File: config.mk
export PLATFORM = sky130hd
export DESIGN_NAME = tlul_sram_arb_flat
export DESIGN_NICKNAME = d
export VERILOG_FILES = /design/src/rtl/tlul_sram_arb_if.sv /design/src/rtl/tlul_sram_arb.sv /design/src/flat_wrapper.sv
export SDC_FILE = /design/constraint.sdc
export NUM_CORES = 1
export LEC_CHECK = 0
export ABC_AREA = 1
export CAP_MARGIN = 25
export CORE_AREA = 5 5 160 162
export CTS_CLUSTER_DIAMETER = 80
export DETAILED_ROUTE_END_ITERATION = 16
export DIE_AREA = 0 0 165 167
export GPL_ROUTABILITY_DRIVEN = 0
export PLACE_DENSITY = 0.54
export SLEW_MARGIN = 20
export SYNTH_ARGS = -nofsm -noshare
export SYNTH_HDL_FRONTEND = slang
export SYNTH_SLANG_ARGS = --single-unit
File: constraint.sdc
create_clock -name clk_i -period 1.8 [get_ports clk_i]
set_input_delay 0.27 -clock clk_i [delete_from_list [all_inputs] [get_ports clk_i]]
set_output_delay 0.27 -clock clk_i [all_outputs]
set_load 0.03 [all_outputs]
File: src/rtl/tlul_sram_arb_if.sv
// TL-UL type package and link interface for the SRAM arbiter.
//
// tlul_pkg holds the request (host-to-device) and response (device-to-host)
// structures of one TL-UL link. tlul_sram_arb_if bundles both directions of
// one link:
//   h2d : A-channel request fields plus d_ready
//   d2h : D-channel response fields plus a_ready
// Modports:
//   master : drives h2d, receives d2h (the host side of a link)
//   slave  : receives h2d, drives d2h (the device side of a link)
//
// Handshake semantics: a beat on a channel transfers on a rising clock edge
// where valid and ready are both high. A host holds a_valid and the A fields
// stable until a_ready is seen. The device holds D fields stable until d_ready
// is seen.

package tlul_pkg;

  typedef struct packed {
    logic        a_valid;
    logic [2:0]  a_opcode;
    logic [2:0]  a_param;
    logic [1:0]  a_size;
    logic [7:0]  a_source;
    logic [31:0] a_address;
    logic [3:0]  a_mask;
    logic [31:0] a_data;
    logic        d_ready;
  } tl_h2d_t;

  typedef struct packed {
    logic        d_valid;
    logic [2:0]  d_opcode;
    logic [2:0]  d_param;
    logic [1:0]  d_size;
    logic [7:0]  d_source;
    logic        d_sink;
    logic [31:0] d_data;
    logic        d_error;
    logic        a_ready;
  } tl_d2h_t;

endpackage

interface tlul_sram_arb_if;
  tlul_pkg::tl_h2d_t h2d;
  tlul_pkg::tl_d2h_t d2h;

  modport master (output h2d, input d2h);
  modport slave  (input h2d, output d2h);
endinterface

File: src/rtl/tlul_sram_arb.sv
// Two-host TL-UL arbiter in front of one single-ported SRAM TL-UL device.
//
// The core-side host has priority. After StarveLimit contested core wins the
// main-crossbar host is forced through. Accepted requests record their owner
// in an in-order routing FIFO so the in-order device responses are steered
// back to the right host. A and D paths are purely combinational.
//
// Ports:
//   clk_i          : clock
//   rst_i          : asynchronous active-high reset
//   tl_core        : core-path host link (slave side)
//   tl_main        : main-crossbar host link (slave side)
//   tl_dev         : SRAM device link (master side)
//   outstanding_o  : routing FIFO occupancy
//   busy_o         : requests pending or responses outstanding
//   protocol_err_o : sticky, set by a device D beat while nothing is outstanding

module tlul_sram_arb #(
  parameter int StarveLimit    = 4,
  parameter int MaxOutstanding = 2
) (
  input  logic                                  clk_i,
  input  logic                                  rst_i,
  tlul_sram_arb_if.slave                        tl_core,
  tlul_sram_arb_if.slave                        tl_main,
  tlul_sram_arb_if.master                       tl_dev,
  output logic [$clog2(MaxOutstanding+1)-1:0]   outstanding_o,
  output logic                                  busy_o,
  output logic                                  protocol_err_o
);

  localparam int CW = $clog2(MaxOutstanding + 1);
  localparam int PW = (MaxOutstanding > 1) ? $clog2(MaxOutstanding) : 1;
  localparam int SW = $clog2(StarveLimit + 1);

  localparam logic [CW-1:0] COUNT_FULL = CW'(MaxOutstanding);
  localparam logic [PW-1:0] PTR_LAST   = PW'(MaxOutstanding - 1);
  localparam logic [SW-1:0] STARVE_MAX = SW'(StarveLimit);

  // Owner encoding used by the lock and the routing FIFO.
  localparam logic OWNER_CORE = 1'b0;
  localparam logic OWNER_MAIN = 1'b1;

  logic          lock_q;
  logic          lock_owner_q;
  logic [SW-1:0] starve_cnt_q;
  logic [CW-1:0] count_q;
  logic [PW-1:0] wr_ptr_q;
  logic [PW-1:0] rd_ptr_q;
  logic          fifo_q [MaxOutstanding];
  logic          err_q;

  logic core_req;
  logic main_req;
  logic contested;
  logic winner;
  logic full;
  logic empty;
  logic head_owner;
  logic head_d_ready;
  logic win_a_valid;
  logic dev_a_valid;
  logic a_hs;
  logic d_pop;

  assign core_req  = tl_core.h2d.a_valid;
  assign main_req  = tl_main.h2d.a_valid;
  assign contested = core_req && main_req;

  // Fullness looks only at the registered count: a pop in this cycle does not
  // free a slot for a push in the same cycle.
  assign full  = (count_q == COUNT_FULL);
  assign empty = (count_q == '0);

  // A stalled request keeps its grant until it handshakes, so the A fields
  // seen by the device never change under a pending beat.
  always_comb begin
    winner = OWNER_CORE;
    if (lock_q) begin
      winner = lock_owner_q;
    end else if ((contested && (starve_cnt_q == STARVE_MAX)) || (main_req && !core_req)) begin
      winner = OWNER_MAIN;
    end
  end

  assign head_owner   = fifo_q[rd_ptr_q];
  assign head_d_ready = (head_owner == OWNER_MAIN) ? tl_main.h2d.d_ready : tl_core.h2d.d_ready;
  assign win_a_valid  = (winner == OWNER_MAIN) ? main_req : core_req;
  assign dev_a_valid  = win_a_valid && !full;

  assign a_hs  = dev_a_valid && tl_dev.d2h.a_ready;
  assign d_pop = tl_dev.d2h.d_valid && !empty && head_d_ready;

  // Device-side request: the winner's A fields. With nothing outstanding the
  // D channel is held ready so stray beats drain instead of wedging the device.
  always_comb begin
    tl_dev.h2d         = (winner == OWNER_MAIN) ? tl_main.h2d : tl_core.h2d;
    tl_dev.h2d.a_valid = dev_a_valid;
    tl_dev.h2d.d_ready = empty ? 1'b1 : head_d_ready;
  end

  // Host-side responses: all D fields pass through; only the FIFO head owner
  // sees d_valid, only the winner sees a_ready.
  always_comb begin
    tl_core.d2h         = tl_dev.d2h;
    tl_core.d2h.d_valid = tl_dev.d2h.d_valid && !empty && (head_owner == OWNER_CORE);
    tl_core.d2h.a_ready = tl_dev.d2h.a_ready && !full && (winner == OWNER_CORE);

    tl_main.d2h         = tl_dev.d2h;
    tl_main.d2h.d_valid = tl_dev.d2h.d_valid && !empty && (head_owner == OWNER_MAIN);
    tl_main.d2h.a_ready = tl_dev.d2h.a_ready && !full && (winner == OWNER_MAIN);
  end

  // Grant lock.
  always_ff @(posedge clk_i or posedge rst_i) begin
    if (rst_i) begin
      lock_q       <= 1'b0;
      lock_owner_q <= OWNER_CORE;
    end else if (dev_a_valid && !tl_dev.d2h.a_ready) begin
      lock_q       <= 1'b1;
      lock_owner_q <= winner;
    end else if (a_hs) begin
      lock_q       <= 1'b0;
    end
  end

  // Anti-starvation counter: counts contested core wins, cleared by any
  // main win.
  always_ff @(posedge clk_i or posedge rst_i) begin
    if (rst_i) begin
      starve_cnt_q <= '0;
    end else if (a_hs) begin
      if (winner == OWNER_MAIN) begin
        starve_cnt_q <= '0;
      end else if (contested && (starve_cnt_q != STARVE_MAX)) begin
        starve_cnt_q <= starve_cnt_q + 1'b1;
      end
    end
  end

  // Routing FIFO pointers and occupancy.
  always_ff @(posedge clk_i or posedge rst_i) begin
    if (rst_i) begin
      count_q  <= '0;
      wr_ptr_q <= '0;
      rd_ptr_q <= '0;
    end else begin
      if (a_hs) begin
        wr_ptr_q <= (wr_ptr_q == PTR_LAST) ? '0 : wr_ptr_q + 1'b1;
      end
      if (d_pop) begin
        rd_ptr_q <= (rd_ptr_q == PTR_LAST) ? '0 : rd_ptr_q + 1'b1;
      end
      case ({a_hs, d_pop})
        2'b10:   count_q <= count_q + 1'b1;
        2'b01:   count_q <= count_q - 1'b1;
        default: count_q <= count_q;
      endcase
    end
  end

  // Owner storage; entries are only read while valid, so no reset is needed.
  always_ff @(posedge clk_i) begin
    if (a_hs) begin
      fifo_q[wr_ptr_q] <= winner;
    end
  end

  // Sticky protocol error: a D beat with nothing outstanding.
  always_ff @(posedge clk_i or posedge rst_i) begin
    if (rst_i) begin
      err_q <= 1'b0;
    end else if (tl_dev.d2h.d_valid && empty) begin
      err_q <= 1'b1;
    end
  end

  assign outstanding_o  = count_q;
  assign busy_o         = !empty || core_req || main_req;
  assign protocol_err_o = err_q;

endmodule

File: src/flat_wrapper.sv
// flat-port wrapper written by rule: the top's interface ports become plain ports
module tlul_sram_arb_flat 
#(
  parameter int StarveLimit    = 4,
  parameter int MaxOutstanding = 2
)
  (clk_i, rst_i, outstanding_o, busy_o, protocol_err_o, tl_core_h2d, tl_core_d2h, tl_main_h2d, tl_main_d2h, tl_dev_h2d, tl_dev_d2h);
  tlul_sram_arb_if tl_core_i ();
  tlul_sram_arb_if tl_main_i ();
  tlul_sram_arb_if tl_dev_i ();
  input  logic clk_i;
  input  logic rst_i;
  output logic [$clog2(MaxOutstanding+1)-1:0] outstanding_o;
  output logic busy_o;
  output logic protocol_err_o;
  input wire logic [$bits(tl_core_i.h2d)-1:0] tl_core_h2d;
  output wire logic [$bits(tl_core_i.d2h)-1:0] tl_core_d2h;
  input wire logic [$bits(tl_main_i.h2d)-1:0] tl_main_h2d;
  output wire logic [$bits(tl_main_i.d2h)-1:0] tl_main_d2h;
  output wire logic [$bits(tl_dev_i.h2d)-1:0] tl_dev_h2d;
  input wire logic [$bits(tl_dev_i.d2h)-1:0] tl_dev_d2h;
  assign tl_core_i.h2d = tl_core_h2d;
  assign tl_core_d2h = tl_core_i.d2h;
  assign tl_main_i.h2d = tl_main_h2d;
  assign tl_main_d2h = tl_main_i.d2h;
  assign tl_dev_h2d = tl_dev_i.h2d;
  assign tl_dev_i.d2h = tl_dev_d2h;
  tlul_sram_arb #(.StarveLimit(StarveLimit), .MaxOutstanding(MaxOutstanding)) u_core (.clk_i(clk_i), .rst_i(rst_i), .tl_core(tl_core_i), .tl_main(tl_main_i), .tl_dev(tl_dev_i), .outstanding_o(outstanding_o), .busy_o(busy_o), .protocol_err_o(protocol_err_o));
endmodule
==> impl_metrics.json, run 1 <==
{
  "status": "finished with violations",
  "violations": "negative setup slack",
  "peakVddDrop_mv": 0.456,
  "slew_viol_final": 0,
  "swShare": 0.505,
  "yosys.area.top_type": "nand2_1",
  "syn_area_um2": 2540,
  "slowest_stage": "dfrtp_1",
  "drive_gt1_frac": 0.278,
  "clk_latency_ns": 0.24,
  "port_buffers": 269,
  "combPwrFrac": 0.881,
  "synth_cell_types": 22,
  "setup_ws_ns": -0.240,
  "root_buffer": "clkbuf_16",
  "p_int_mw": 3.73,
  "final-hold-violation-count": 0,
  "synthTopCellsByArea": "nand2_1 40%, buf_4 30%, dfrtp_1 9.8%",
  "cp.arrival_ns": 1.77,
  "rows": 57,
  "drt-initial-drc-count": 88,
  "grt-ovfl-total": 0,
  "drc": 0,
  "tns_ns": -17.20,
  "numClockSinks": 12,
  "clockBufferDepth": 2,
  "synth-main-ff-cell": "dfrtp_1",
  "antenna_left": 0,
  "tritoncts": "built",
  "cts_buffers": 3,
  "dpl.cell_count": 967,
  "place_area_um2": 4910,
  "dp_hpwl_mm": 9.62,
  "wl_mm": 12.2,
  "period_needed_ns": 2.04,
  "final_cells": 979,
  "grt_pass1_vias": 3365,
  "antennaDiodeCount": 0,
  "syn2layout_area_growth_pct": 120,
  "yosysTopAreaCellShare": 0.405,
  "power.clock.fraction": 0.054,
  "p_total_mw": 7.54,
  "dr.pass1.iters": 4,
  "yosysMostFrequentCell": "nand2_1",
  "ys_ff_latch": 12,
  "die_area_um2": 27600,
  "async_reset_ff_frac": 0.833,
  "critPathMaxFanout": 5,
  "syn_avg_cell_area_um2": 5.46,
  "synth_common_cells": "274 x nand2_1, 101 x buf_4, 19 x inv_1",
  "crit_type": "reg2out",
  "finClkSkew_ns": 0.00103,
  "cp-start-kind": "flop",
  "fmax_mhz": 490,
  "crit_chain": "inv_1 > ha_2 > nand2_2 > nand2_2 > nand2_4 > nand2_8 > inv_8 > buf_12 > clkbuf_16 > nand2_1 > nand2_1 > buf_6",
  "initial_utilization": 0.106,
  "grt_setup_unrepaired": "yes",
  "tightest_slew_ns": 0.401,
  "fin_crit_sh": 1.13,
  "antenna_found_initial": 0,
  "vias_per_cell": 3.36,
  "grt_pass1_wl_mm": 17.3,
  "htree_levels": 1,
  "seqPwrFrac": 0.065,
  "via_count": 3291,
  "finalInstanceArea_um2": 5600,
  "drv_cap": 0,
  "routedWlPerCell_um": 12.4,
  "slew_headroom": 0.732,
  "hold_buffers": 0,
  "clkTransAtPathRegs_ns": 0.04,
  "die-width_um": 165,
  "syn_inst": 465,
  "p_sw_mw": 3.81,
  "setup_viol": 86,
  "ys_warn_count": 0,
  "die_h_um": 167,
  "p_per_area_nw_per_um2": 1350,
  "fp.coreArea_um2": 24000,
  "hold_class": "in2async",
  "worst_ep_required_time_ns": 1.53,
  "synthesis.nets": 694,
  "nets": 885,
  "pin_count": 420,
  "cp-end-kind": "primary output",
  "ys_seq_area_frac": 0.122,
  "cp_slowest_stage_delay_ns": 0.38,
  "grt_start_max_net_pins": 51,
  "fill_cells": 2650,
  "grt_use_total": 0.0777,
  "synth-edff-count": 2,
  "leakage_nw": 2.70
}
-- per-layer routing --
| layer | track usage | vias to the layer above | wire [µm] |
|---|---|---|---|
| met1 | 0.0775 | 1388 | 4260 |
| met3 | 0.0302 | 45 | 1360 |
| met4 | 0.0322 | 0 | 507 |
| met5 | 0 | - | 0 |
| met2 | 0.142 | 197 | 6060 |
| li1 | - | 1661 | - |
-- worst max-delay path: cells and delay by family (launching register included) --
family / cells / cell delay (ns)
buffers and inverters: 5 / 0.54
DFF: 1 / 0.38
adders and majority gates: 1 / 0.16
and+or+nand+nor: 6 / 0.42
-- repair_timing --
action | in CTS | in global routing
gates resized for setup | 132 | 11
gates cloned | 2 | 2
setup buffers | 3 | 2
endpoints found under the setup margin | 87 | 87
pin swaps | 5 | 2
-- final timing paths --
path	to	startpoint	slack, ns	cells after the start
setup / recovery	tl_dev_h2d[1]	u_core.starve_cnt_q[0]	-0.24	12
hold / removal	u_core.lock_q	rst_i	0.32	2
setup reg to reg	u_core.outstanding_o[1]	u_core.rd_ptr_q	0.17	10
hold reg to reg	u_core.protocol_err_o	u_core.protocol_err_o	0.47	1
max in group asynchronous	u_core.wr_ptr_q	rst_i	1.20	2
min in group clk_i	u_core.protocol_err_o	u_core.protocol_err_o	0.47	1
-- kinds of logic (layout without fill, tap and decap cells) --
logic type	Yosys count	after routing	share of synthesized area
simple gates	298	298	0.449
xor+xnor	5	5	0.0172
compound gates	7	7	0.0192
flops	12	12	0.122
buf+inv	140	330	0.378
fa+ha+maj	3	3	0.0148
-- placed cells by master, fill, tap and decap left out, drive strengths merged, types with 3 or more instances in the layout --
master           n
dfrtp           10
o21ai            3
nand3            8
clkbuf           5
clkdlybuf4s50  176
ha               3
buf            125
nor2            13
nand2          275
xnor2            3
inv             21
-- power groups by stage --
| stage | clock [mW] | sequential [mW] | combinational (mW) |
|---|---|---|---|
| global placement | 0 | 0.491 | 5.59 |
| floorplan | 0 | 0.534 | 3.47 |
| detailed placement | 0 | 0.489 | 5.60 |
| finish | 0.404 | 0.491 | 6.64 |
| CTS | 0.411 | 0.491 | 6.59 |
| global route | 0.428 | 0.510 | 7.11 |
-- sequential cells by signal, summed over array words and instances (netlist names) --
| register | cells |
|---|---|
| u_core.outstanding_o | 2 |
| u_core.lock_owner_q | 1 |
| u_core.lock_q | 1 |
| u_core.starve_cnt_q | 3 |
| u_core.rd_ptr_q | 1 |
| u_core.protocol_err_o | 1 |
| u_core.fifo_q | 2 |
| u_core.wr_ptr_q | 1 |
-- layout make-up --
cell class | count | area, µm² | share of cell area
tap | 324 | 405 | 0.0724
clock buffer | 3 | 75.1 | 0.0134
sequential | 12 | 310 | 0.0554
inverter | 21 | 86.3 | 0.0154
clock inverter | 1 | 3.75 | 0.000670
timing repair buffer | 305 | 3300 | 0.589
multi-input combinational | 313 | 1420 | 0.253
-- stage by stage --
stage | hold WS (ns) | setup slack (ns) | util
4_1_cts | 0.341 | -0.301 | 0.230
3_3_place_gp | 0.445 | -0.251 | 0.205
2_1_floorplan | 0.110 | 0.00913 | -
6_report | 0.319 | -0.240 | 0.234
5_1_grt | 0.372 | -0.374 | 0.234
3_5_place_dp | 0.464 | -0.238 | 0.205
Power figures use the tool's default switching activity.
==> run 2: changes to the inputs <==
- CELL_PAD_IN_SITES_DETAIL_PLACEMENT: not set -> 1
- CELL_PAD_IN_SITES_GLOBAL_PLACEMENT: not set -> 1
- CORE_AREA: 5 5 160 162 -> 5 5 161 163
- DIE_AREA: 0 0 165 167 -> 0 0 166 168
- PLACE_DENSITY: 0.54 -> 0.83
==> impl_metrics.json, run 2 (synthesis results as in run 1) <==
{
  "layout_common_cells": "176 x clkdlybuf4s50_1, 115 x nand2_2, 112 x nand2_1",
  "rows": 57,
  "die_h_um": 168,
  "status": "finished with violations",
  "htree_levels": 1,
  "highest_layer": "met4",
  "final-hold-violation-count": 0,
  "peakVddDrop_mv": 0.598,
  "cp-startpoint": "u_core.starve_cnt_q[1]",
  "clkTransAtPathRegs_ns": 0.04,
  "vias_per_cell": 3.68,
  "critPathMaxFanout": 6,
  "slowest_stage": "dfrtp_1",
  "ff2ff_setup_slack_ns": 0.10,
  "grt_pass1_vias": 3987,
  "tritoncts": "built",
  "fin_crit_sh": 1.17,
  "drive_gt1_frac": 0.484,
  "worst_ep_required_time_ns": 1.53,
  "cp-start-kind": "flop",
  "hold_class": "in2async",
  "finClkSkew_ns": 0.00179,
  "layout_commonest_cell": "clkdlybuf4s50_1",
  "pin_count": 420,
  "wl_met3_mm": 1.40,
  "dr_wl_met2_mm": 9.48,
  "clk_latency_ns": 0.24,
  "grt_pass1_wl_mm": 22.0,
  "cp.arrival_ns": 1.84,
  "antenna_left": 0,
  "regMostFlops": "u_core.starve_cnt_q",
  "routedWlPerCell_um": 17.8,
  "grt-ovfl-total": 0,
  "holdWs_ns": 0.327,
  "reg2reg_from": "u_core.starve_cnt_q[1]",
  "clockBufferDepth": 2,
  "rr_endpoint": "u_core.starve_cnt_q[1]",
  "slew_viol_final": 0,
  "cpLargestDelayFamily": "buffers and inverters",
  "p_per_area_nw_per_um2": 1440,
  "grt_setup_unrepaired": "yes",
  "numClockSinks": 12,
  "antennaDiodeCount": 0,
  "utilization": 0.273,
  "crit_chain": "inv_1 > ha_2 > nand2_2 > nand2_2 > nand2_4 > nand2_8 > clkinv_8 > bufbuf_16 > nand2_1 > nand2_2 > buf_12",
  "via_count": 3667,
  "grt_start_max_net_pins": 27,
  "die-width_um": 166,
  "cp_common_cell": "nand2_2",
  "period_needed_ns": 2.11,
  "violations": "negative setup slack",
  "tightest_slew_ns": 0.422,
  "nets": 902,
  "cts_buffers": 3,
  "wl_mm": 17.7,
  "met1_length_mm": 5.79,
  "dp_hpwl_mm": 11.1,
  "setup_viol": 86,
  "initial_utilization": 0.105,
  "syn2layout_area_growth_pct": 160,
  "die_area_um2": 27900,
  "drc": 0,
  "reg2regPathDepth": 12,
  "leakage_nw": 3.17,
  "dr.pass1.iters": 4,
  "drv_cap": 0,
  "cp_slowest_stage_delay_ns": 0.37,
  "fmax_mhz": 474,
  "antenna_found_initial": 0,
  "port_buffers": 269,
  "grt_use_total": 0.0989,
  "cp-end-kind": "primary output",
  "worst-path-buf-inv": 4,
  "slew_headroom": 0.718,
  "root_buffer": "clkbuf_16",
  "hold_buffers": 0,
  "setup_ws_ns": -0.311,
  "crit_type": "reg2out",
  "fill_cells": 2819,
  "drt-initial-drc-count": 61,
  "largest_reg_flops": 3,
  "fp.coreArea_um2": 24200
}
[run 2: worst max-delay path by stage]
stage / slack, ns / cells after the start / end
5_1_grt: -0.41 / 11 / tl_dev_h2d[60]
2_1_floorplan: 0.009 / 7 / u_core.outstanding_o[1]
4_1_cts: -0.32 / 11 / tl_dev_h2d[1]
3_3_place_gp: -0.23 / 11 / tl_dev_h2d[75]
3_5_place_dp: -0.29 / 11 / tl_dev_h2d[74]
6_report: -0.31 / 11 / tl_dev_h2d[60]
[run 2: what timing repair did]
action / in CTS / in global routing
resized for setup: 102 / 226
setup buffers: 5 / 5
endpoints found under the setup margin: 87 / 88
pin swaps: 4 / 52
gates cloned: 7 / 13
[run 2: cell type report]
class / count / area, µm² / share of cell area
Clock buffer: 3 / 75.1 / 0.0114
Multi-Input combinational cell: 313 / 1980 / 0.300
Sequential cell: 12 / 312 / 0.0472
Timing Repair Buffer: 322 / 3730 / 0.566
Clock inverter: 1 / 3.75 / 0.000569
Inverter: 21 / 91.3 / 0.0138
Tap cell: 324 / 405 / 0.0615
[run 2: per-layer routing]
layer | vias up | track usage
met3 | 68 | 0.0302
met5 | - | 0
li1 | 1701 | -
met2 | 219 | 0.191
met4 | 0 | 0.0610
met1 | 1679 | 0.0899
[run 2: report_power, final]
group | switching, mW | leakage, nW | internal [mW]
Combinational | 4.54 | 3.00 | 4.00
Clock | 0.112 | 0.0385 | 0.292
Sequential | 0.124 | 0.137 | 0.399
[run 2: metrics by stage]
stage	area (µm²)	worst slack (ns)	total power, mW	setup TNS, ns	instances
2_1_floorplan	2540	0.00913	4.01	0	465
3_3_place_gp	4890	-0.231	6.03	-13.53	963
3_5_place_dp	4890	-0.290	6.15	-16.24	963
4_1_cts	5580	-0.324	7.92	-23.75	979
5_1_grt	6600	-0.414	10.0	-29.97	996
6_report	6600	-0.311	9.47	-21.73	996
